**config.mk**
```make
export PLATFORM = sky130hd
export DESIGN_NAME = input_stream_loader
export DESIGN_NICKNAME = d
export VERILOG_FILES = /design/src/rtl/ann_pkg.sv /design/src/rtl/patch_assembler.sv /design/src/rtl/input_stream_loader.sv
export SDC_FILE = /design/constraint.sdc
export NUM_CORES = 1
export LEC_CHECK = 0
export CORE_MARGIN = 5
export CORE_UTILIZATION = 25
export DETAILED_ROUTE_END_ITERATION = 12
export PLACE_DENSITY = 0.48
export SYNTH_ARGS = -nofsm -noshare
export SYNTH_HDL_FRONTEND = slang
export SYNTH_SLANG_ARGS = --single-unit
```
**constraint.sdc**
```tcl
create_clock -name clk -period 7.92 [get_ports clk]
set_input_delay 1.584 -clock clk [delete_from_list [all_inputs] [get_ports clk]]
set_output_delay 1.584 -clock clk [all_outputs]
set_load 0.005 [all_outputs]
```
**src/rtl/ann_pkg.sv**
```systemverilog
// Shared constants, loader state encoding and patch record layout for the KD-tree loader.
package ann_pkg;
  localparam int DATA_WIDTH  = 11;
  localparam int IDX_WIDTH   = 9;
  localparam int PATCH_SIZE  = 5;
  localparam int LEAF_SIZE   = 8;
  localparam int NUM_LEAVES  = 64;
  localparam int NUM_NODES   = NUM_LEAVES - 1;
  localparam int NUM_QUERYS  = 494;
  localparam int LEAF_ADDRW  = $clog2(NUM_LEAVES);
  localparam int SLOT_W      = $clog2(LEAF_SIZE);
  localparam int QUERY_ADDRW = $clog2(NUM_QUERYS);
  localparam int ELEM_CNTW   = $clog2(PATCH_SIZE + 1);
  localparam int PATCH_W     = IDX_WIDTH + PATCH_SIZE * DATA_WIDTH;

  typedef enum logic [2:0] {IDLE, NODES, LEAVES, QUERY, DONE} loader_state_e;

  // elem[0] occupies the LSBs, idx the MSBs
  typedef struct packed {
    logic [IDX_WIDTH-1:0]                   idx;
    logic [PATCH_SIZE-1:0][DATA_WIDTH-1:0]  elem;
  } patch_t;
endpackage

```
**src/rtl/patch_assembler.sv**
```systemverilog
// Collects PATCH_SIZE element words (plus an optional trailing index word) into a patch.
// complete/patch are combinational on the final word; words only advance when word_vld is high.
module patch_assembler
  import ann_pkg::*;
(
  input  logic                  clk,
  input  logic                  rst,
  input  logic                  clear,
  input  logic                  word_vld,
  input  logic [DATA_WIDTH-1:0] word_dat,
  input  logic                  with_idx,
  output logic                  complete,
  output patch_t                patch
);
  logic [PATCH_SIZE-1:0][DATA_WIDTH-1:0] elem_q;
  logic [PATCH_SIZE-1:0][DATA_WIDTH-1:0] elem_shift;
  logic [ELEM_CNTW-1:0]                  cnt_q;
  logic [ELEM_CNTW-1:0]                  last_cnt;

  // newest word enters at the top so the first element ends up in elem[0]
  assign elem_shift = {word_dat, elem_q[PATCH_SIZE-1:1]};
  assign last_cnt   = with_idx ? ELEM_CNTW'(PATCH_SIZE) : ELEM_CNTW'(PATCH_SIZE - 1);
  assign complete   = word_vld && (cnt_q == last_cnt);

  always_comb begin
    patch      = '0;
    patch.elem = with_idx ? elem_q : elem_shift;
    patch.idx  = with_idx ? word_dat[IDX_WIDTH-1:0] : '0;
  end

  always_ff @(posedge clk or posedge rst) begin
    if (rst) begin
      cnt_q  <= '0;
      elem_q <= '0;
    end else if (clear) begin
      cnt_q  <= '0;
      elem_q <= '0;
    end else if (word_vld) begin
      cnt_q <= complete ? '0 : cnt_q + 1'b1;
      if (cnt_q < ELEM_CNTW'(PATCH_SIZE))
        elem_q <= elem_shift;
    end
  end
endmodule

```
**src/rtl/input_stream_loader.sv**
```systemverilog
// Dequeues the node/leaf/query word stream after load_kdtree and issues record write strobes.
// Strobes arrive one cycle after the completing word; an empty FIFO stalls all counters.
module input_stream_loader
  import ann_pkg::*;
(
  input  logic                              clk,
  input  logic                              rst,
  input  logic                              load_kdtree,
  input  logic [DATA_WIDTH-1:0]             fifo_rdata,
  input  logic                              fifo_rempty_n,
  output logic                              fifo_deq,
  output logic                              busy,
  output logic                              load_done,
  output logic                              node_wen,
  output logic [LEAF_ADDRW-1:0]             node_addr,
  output logic [2:0]                        node_dim,
  output logic [DATA_WIDTH-1:0]             node_median,
  output logic                              leaf_wen,
  output logic [LEAF_ADDRW-1:0]             leaf_addr,
  output logic [SLOT_W-1:0]                 leaf_slot,
  output logic [PATCH_W-1:0]                leaf_wpatch,
  output logic                              query_wen,
  output logic [QUERY_ADDRW-1:0]            query_addr,
  output logic [PATCH_SIZE*DATA_WIDTH-1:0]  query_wpatch
);
  loader_state_e state_q, state_d;

  logic                   node_phase_q;
  logic [2:0]             dim_q;
  logic [LEAF_ADDRW-1:0]  node_cnt_q, leaf_cnt_q;
  logic [SLOT_W-1:0]      slot_q;
  logic [QUERY_ADDRW-1:0] query_cnt_q;
  logic                   node_vld, node_wr, node_last, leaf_last, query_last;
  logic                   asm_vld, asm_clear, asm_done, leaf_done, query_done;
  patch_t                 asm_patch;

  assign node_vld   = fifo_deq && (state_q == NODES);
  assign node_wr    = node_vld && node_phase_q;
  assign node_last  = node_phase_q && (node_cnt_q == LEAF_ADDRW'(NUM_NODES - 1));
  assign leaf_last  = (leaf_cnt_q == LEAF_ADDRW'(NUM_LEAVES - 1)) && (slot_q == SLOT_W'(LEAF_SIZE - 1));
  assign query_last = (query_cnt_q == QUERY_ADDRW'(NUM_QUERYS - 1));
  assign asm_vld    = fifo_deq && ((state_q == LEAVES) || (state_q == QUERY));
  assign asm_clear  = (state_q != state_d);
  assign leaf_done  = asm_done && (state_q == LEAVES);
  assign query_done = asm_done && (state_q == QUERY);

  patch_assembler u_patch_asm (
    .clk      (clk),
    .rst      (rst),
    .clear    (asm_clear),
    .word_vld (asm_vld),
    .word_dat (fifo_rdata),
    .with_idx (state_q == LEAVES),
    .complete (asm_done),
    .patch    (asm_patch)
  );

  always_ff @(posedge clk or posedge rst) begin
    if (rst) state_q <= IDLE;
    else     state_q <= state_d;
  end

  always_comb begin
    state_d = state_q;
    case (state_q)
      IDLE:    if (load_kdtree)             state_d = NODES;
      NODES:   if (node_vld && node_last)   state_d = LEAVES;
      LEAVES:  if (leaf_done && leaf_last)  state_d = QUERY;
      QUERY:   if (query_done && query_last) state_d = DONE;
      DONE:    state_d = IDLE;
      default: state_d = IDLE;
    endcase
  end

  always_comb begin
    fifo_deq  = 1'b0;
    busy      = 1'b0;
    load_done = 1'b0;
    case (state_q)
      NODES, LEAVES, QUERY: begin
        fifo_deq = fifo_rempty_n;
        busy     = 1'b1;
      end
      DONE: begin
        busy      = 1'b1;
        load_done = 1'b1;
      end
      default: ;
    endcase
  end

  // counters saturate at their terminal record; IDLE re-arms them for the next image
  always_ff @(posedge clk or posedge rst) begin
    if (rst) begin
      node_phase_q <= 1'b0;
      dim_q        <= '0;
      node_cnt_q   <= '0;
      leaf_cnt_q   <= '0;
      slot_q       <= '0;
      query_cnt_q  <= '0;
    end else if (state_q == IDLE) begin
      node_phase_q <= 1'b0;
      dim_q        <= '0;
      node_cnt_q   <= '0;
      leaf_cnt_q   <= '0;
      slot_q       <= '0;
      query_cnt_q  <= '0;
    end else begin
      if (node_vld) begin
        node_phase_q <= ~node_phase_q;
        if (!node_phase_q)  dim_q      <= fifo_rdata[2:0];
        else if (!node_last) node_cnt_q <= node_cnt_q + 1'b1;
      end
      if (leaf_done && !leaf_last) begin
        slot_q <= slot_q + 1'b1;
        if (slot_q == SLOT_W'(LEAF_SIZE - 1)) leaf_cnt_q <= leaf_cnt_q + 1'b1;
      end
      if (query_done && !query_last) query_cnt_q <= query_cnt_q + 1'b1;
    end
  end

  // data/address buses are zero whenever their strobe is low
  always_ff @(posedge clk or posedge rst) begin
    if (rst) begin
      node_wen     <= 1'b0;
      node_addr    <= '0;
      node_dim     <= '0;
      node_median  <= '0;
      leaf_wen     <= 1'b0;
      leaf_addr    <= '0;
      leaf_slot    <= '0;
      leaf_wpatch  <= '0;
      query_wen    <= 1'b0;
      query_addr   <= '0;
      query_wpatch <= '0;
    end else begin
      node_wen     <= node_wr;
      node_addr    <= node_wr ? node_cnt_q : '0;
      node_dim     <= node_wr ? dim_q : '0;
      node_median  <= node_wr ? fifo_rdata : '0;
      leaf_wen     <= leaf_done;
      leaf_addr    <= leaf_done ? leaf_cnt_q : '0;
      leaf_slot    <= leaf_done ? slot_q : '0;
      leaf_wpatch  <= leaf_done ? asm_patch : '0;
      query_wen    <= query_done;
      query_addr   <= query_done ? query_cnt_q : '0;
      query_wpatch <= query_done ? asm_patch.elem : '0;
    end
  end
endmodule

```
==> results of run 1 <==
## per-layer routing
| layer | routed length (um) | up-vias |
|---|---|---|
| met2 | 13100 | 183 |
| li1 | - | 3356 |
| met3 | 2210 | 42 |
| met1 | 13300 | 3553 |
| met4 | 461 | 2 |
| met5 | 20 | - |
## cell usage after synthesis (2+ instances only)
master	n	share of area, %
and3_1	98	6.4
buf_1	5	0.20
dfrtp_1	249	65
or3_1	3	0.20
a21oi_1	100	5.2
buf_6	2	0.23
nand3_1	12	0.62
nor2b_1	4	0.26
and2_1	3	0.20
nand4_1	5	0.33
inv_1	10	0.39
or4_1	4	0.31
mux2i_1	9	0.94
a21oi_2	20	1.8
ha_1	8	1.0
nand4bb_1	2	0.23
nor3_1	3	0.16
xor2_1	6	0.55
o21ai_0	11	0.57
o211ai_1	5	0.39
clkbuf_1	45	1.8
buf_2	10	0.52
nor2_1	22	0.86
o31ai_1	5	0.39
nand2b_1	2	0.13
nand2_1	238	9.3
and4bb_1	2	0.26
## worst max-delay path, stage by stage
cell and delay, ns:
clkdlybuf4s50_1 0.63, nor3b_1 0.22, clkdlybuf4s50_1 0.53
## sequential cells by signal, indices dropped and copies added (netlist names)
signal / flops
u_patch_asm.cnt_q: 3
leaf_wen: 1
node_cnt_q: 6
node_wen: 1
node_dim: 3
state_q: 3
query_cnt_q: 9
dim_q: 3
leaf_cnt_q: 6
node_median: 11
query_wpatch: 55
leaf_wpatch: 64
leaf_slot: 3
leaf_addr: 6
u_patch_asm.elem_q: 55
query_wen: 1
slot_q: 3
node_phase_q: 1
query_addr: 9
node_addr: 6
## power groups by stage
stage | logic, mW | registers, mW | clock network, mW
after global routing | 0.465 | 1.66 | 1.52
after CTS | 0.411 | 1.64 | 1.47
after detailed placement | 0.410 | 1.66 | 0
after global placement | 0.399 | 1.66 | 0
after floorplan | 0.298 | 1.55 | 0
final | 0.401 | 1.64 | 1.43
## cells by family after synthesis
kind of cell / after synthesis / share of synthesized area (%)
mux: 9 / 0.937
flops: 249 / 64.8
fa+ha+maj: 8 / 1.04
simple gates: 410 / 20.4
xor+xnor: 7 / 0.638
compound gates: 149 / 9.10
buf+inv: 72 / 3.10
## worst min-delay path by stage
stage | endpoint | start | slack (ns)
floorplan | dim_q[0] | dim_q[0] | 0.46
global placement | dim_q[2] | dim_q[2] | 0.48
detailed placement | dim_q[2] | dim_q[2] | 0.48
CTS | dim_q[1] | dim_q[1] | 0.50
global route | node_dim[0] | dim_q[0] | 0.53
finish | dim_q[1] | dim_q[1] | 0.50
## placed cells by master (no fill, tap or decap), drive strengths merged, types with 3 or more instances in the layout
cell type,instances
nand4,5
nor3,3
mux2i,9
xor2,6
nor2,22
clkdlybuf4s50,177
o21ai,11
clkinvlp,4
or4,4
or3,3
clkinv,9
nand3,12
o31ai,5
inv,9
a21oi,120
buf,11
and3,98
nor2b,4
nand2,238
clkbuf,41
dfrtp,249
o211ai,5
ha,8
and2,3
bufinv,3
## through the flow
step / setup WS [ns] / power (mW) / utilization (%)
2_1_floorplan: 3.06 / 1.84 / -
5_1_grt: 3.30 / 3.65 / 34.2
6_report: 3.37 / 3.47 / 34.2
3_5_place_dp: 3.36 / 2.07 / 31.4
3_3_place_gp: 3.36 / 2.06 / 31.4
4_1_cts: 3.35 / 3.52 / 34.2
## layout make-up
type	instances	area [um^2]
multi-input combinational	583	3120
inverter	10	41.3
tap	511	639
clock inverter	15	161
timing repair buffer	188	1870
sequential	249	6230
fill	3857	24900
clock buffer	41	893
==> impl_metrics.tcl, run 1 <==
set metrics [dict create \
    status "finished, final reports clean" \
    synth_warnings 0 \
    cts.sinks 249 \
    fmax_mhz 220 \
    vias_per_cell 4.47 \
    synth_area_um2 9610 \
    htreeDepth 1 \
    wirelength_um 29200 \
    maxSlewViolCount 0 \
    skew_ns 0.0279 \
    critPathLaunchType "primary input" \
    fin_crit_ns 4.55 \
    setup.worst_path.end_class "primary output" \
    worst_slew_pin_slew_ns 1.16 \
    max_cap_violations 0 \
    worst-endpoint-required_ns 6.34 \
    start_util_pct 25.4 \
    dp_cells 1541 \
    grt_pass1_wl_um 44700 \
    cts_resized 0 \
    async_reset_ff_share_pct 100 \
    rr_endpoint "u_patch_asm.cnt_q[0]" \
    power_frac_clock_pct 41.3 \
    swShare_pct 28.9 \
    slew_headroom_pct 22.2 \
    postSynthCellCount 904 \
    final_area_um2 13000 \
    hold_viol_final 0 \
    grt_pass1_vias 7199 \
    syn_to_final_growth_pct 34.8 \
    drc 0 \
    synth.net_count 927 \
    antenna_found_initial 2 \
    die_h_um 206 \
    grt_overflow 0 \
    cts_hold_buf 0 \
    grt_max_degree 140 \
    cts-root-buf "clkbuf_16" \
    p_seq_share_pct 47.2 \
    cts_tree "yes" \
    ys_seq_area_share_pct 64.8 \
    core-area_um2 37800 \
    dpl_cell_area_um2 11900 \
    p_leak_nw 6.13 \
    final_cells 1597 \
    drt-pass1-iter-count 4 \
    worstSetupPathType "primary input to primary output" \
    setup.worst_path.start "fifo_rempty_n" \
    synth_cell_types 48 \
    ios 178 \
    setup_viol 0 \
    diodes 0 \
    min_path_type "register to register" \
    timing.reg2reg.setup_slack_ns 4.91 \
    crit_end "fifo_deq" \
    die_area_um2 42500 \
    finalCritPeriodShare_pct 57.5 \
    min_path_cells 2 \
    reg2reg_from "state_q[0]" \
    grt_busiest_layer "met2" \
    vdd_ir_drop_max_uv 146 \
    avgSynthCellArea_um2 10.6 \
    wire_per_inst_um 18.3 \
    vias 7136 \
    rsz0062_at_grt "no" \
    ys.flop_type "dfrtp_1" \
    synth_edf_count 0 \
    worst_r2r_path_depth 5 \
    grt_use_met2_pct 20.8 \
    power_density_nw_per_um2 268 \
    ant_nets 0 \
    io_buffers 177 \
    place_hpwl_um 18000 \
    p_switching_mw 1.00 \
    fp-row-count 71 \
    gp_congestion 0.772 \
    grt_util_met1_pct 19.1 \
    cts_buffers 30 \
    critPathMaxFanout 8 \
    die_w_um 206 \
    fin_hold_ws_ns 0.503 \
    cts.clk_slew.worst_paths_ns 0.06 \
    grt_util_all_layers_pct 13.5 \
    p_int_mw 2.47 \
    drtIter0Drc 426 \
    cp.arrival_ns 2.97 \
    fin_nets 1085 \
    post_cts_buffers 0 \
    finalSetupTns_ns 0 \
    use_met3_pct 3.86 \
    synth-seq-cells 249 \
    drive_above_1_share_pct 9.02 \
    power_frac_comb_pct 11.5 \
    clk_path_buf_depth 3 \
    clk_latency_ns 0.56 \
]
No activity file was read; power rests on OpenSTA's default activity.
==> inputs of run 2 (changes only) <==
Settings changed: PLACE_DENSITY 0.48 to 0.46.
Clock period 7.92 ns to 4.6 ns, I/O delays scaled along.
==> run 2 against run 1 <==
- critical path depth unchanged
- core utilization about the same
- setup slack got worse by 2.0 ns
- largest cell class unchanged
- highest routed layer is now met4
==> impl_metrics.tcl, run 2 (synthesis results as in run 1) <==
set metrics [dict create \
    mostFrequentLayoutCell "dfrtp_1" \
    p_switching_mw 1.69 \
    critPathLaunchType "primary input" \
    worst_slew_pin_slew_ns 1.16 \
    cts.sinks 249 \
    finalCritPeriodShare_pct 70.1 \
    power_frac_comb_pct 11.8 \
    setup.worst_path.end_class "primary output" \
    final_cell_mix "dfrtp_1, nand2_1, clkdlybuf4s50_1, a21oi_1, and3_1" \
    reg2reg_from "state_q[0]" \
    worst-endpoint-required_ns 3.68 \
    drt-pass1-iter-count 4 \
    fmax_mhz 310 \
    hold_viol_final 0 \
    cts_tree "yes" \
    min_path_type "register to register" \
    die_area_um2 42500 \
    setup.worst_path.start "fifo_rempty_n" \
    p_int_mw 4.24 \
    ant_nets 0 \
    vias 7132 \
    critPathMaxFanout 8 \
    die_h_um 206 \
    rsz0062_at_grt "no" \
    cts-root-buf "clkbuf_16" \
    maxSlewViolCount 0 \
    worstSetupPathType "primary input to primary output" \
    drtIter0Drc 454 \
    fin_hold_ws_ns 0.491 \
    vdd_ir_drop_max_uv 234 \
    largest_reg_flops 64 \
    num-fill-cells 3812 \
    htreeDepth 1 \
    wirelength_um 30000 \
    grt_pass1_vias 7284 \
    min_path_cells 2 \
    fp-row-count 71 \
    setup_slack_ns 1.38 \
    ios 178 \
    power_frac_clock_pct 40.5 \
    die_w_um 206 \
    finalSetupTns_ns 0 \
    setup_viol 0 \
    max_cap_violations 0 \
    final_area_um2 13000 \
    dpl_cell_area_um2 11900 \
    multi_input_area_um2 3120 \
    vias_per_cell 4.46 \
    grt_max_degree 95 \
    gp_congestion 0.746 \
    place_hpwl_um 19100 \
    drc 0 \
    fin_crit_ns 3.22 \
    reg_top3 "leaf_wpatch (64), query_wpatch (55), u_patch_asm.elem_q (55)" \
    swShare_pct 28.5 \
    status "finished, final reports clean" \
    cp.arrival_ns 2.30 \
    cts_hold_buf 0 \
    drive_above_1_share_pct 8.56 \
    syn_to_final_growth_pct 34.8 \
    start_util_pct 25.4 \
    min_from "dim_q[0]" \
    clk_path_buf_depth 3 \
    p_leak_nw 6.13 \
    skew_ns 0.0162 \
    place_ws_ns 1.18 \
    clk_latency_ns 0.54 \
    power_density_nw_per_um2 457 \
    worst_r2r_path_depth 5 \
    p_seq_share_pct 47.7 \
    fin_nets 1088 \
    cts_resized 0 \
    grt_pass1_wl_um 46000 \
    post_cts_buffers 0 \
    slew_headroom_pct 22.3 \
    io_buffers 177 \
    grt_overflow 0 \
    seqCellArea_um2 6230 \
    wire_per_inst_um 18.7 \
    largest-register "leaf_wpatch" \
    antenna_found_initial 1 \
    core-area_um2 37800 \
    cts.clk_slew.worst_paths_ns 0.06 \
    utilization_pct 34.2 \
    cts_buffers 28 \
    grt_util_all_layers_pct 14.0 \
]
-- run 2: power by group through the flow --
stage | sequential, mW | combinational, mW | clock, mW
global route | 2.87 | 0.811 | 2.56
global placement | 2.87 | 0.697 | 0
floorplan | 2.66 | 0.513 | 0
detailed placement | 2.87 | 0.713 | 0
CTS | 2.83 | 0.714 | 2.48
finish | 2.83 | 0.697 | 2.40
-- run 2: cell type report --
type | instances | share of cell area, %
diodes | 1 | 0.0193
clock buffers | 45 | 6.68
clock inverters | 7 | 1.06
inverters | 10 | 0.319
multi-input cells | 583 | 24.1
flip-flops and latches | 249 | 48.1
well taps | 511 | 4.94
repair buffers | 193 | 14.8
-- run 2: layer usage --
metal | wire length [um] | track usage, %
met2 | 13400 | 21.2
met3 | 2370 | 4.25
met4 | 604 | 3.37
met1 | 13600 | 19.6
met5 | 0 | 0
-- run 2: critical path: stages --
cell	delay, ns
clkdlybuf4s50_1	0.63
nor3b_1	0.22
clkdlybuf4s50_1	0.53
-- run 2: worst paths after layout --
path	end	slack [ns]
worst max-delay path	fifo_deq	1.38
worst min-delay path	dim_q[0]	0.49
worst max register to register	u_patch_asm.elem_q[9]	1.75
worst min register to register	dim_q[0]	0.49
max in group asynchronous	node_median[7]	2.82
min in group asynchronous	u_patch_asm.elem_q[10]	0.87
-- run 2: metrics by stage --
| step | power, mW | cells |
|---|---|---|
| floorplan | 3.18 | 904 |
| global placement | 3.56 | 1546 |
| global route | 6.24 | 1598 |
| CTS | 6.03 | 1598 |
| finish | 5.92 | 1599 |
| detailed placement | 3.58 | 1546 |
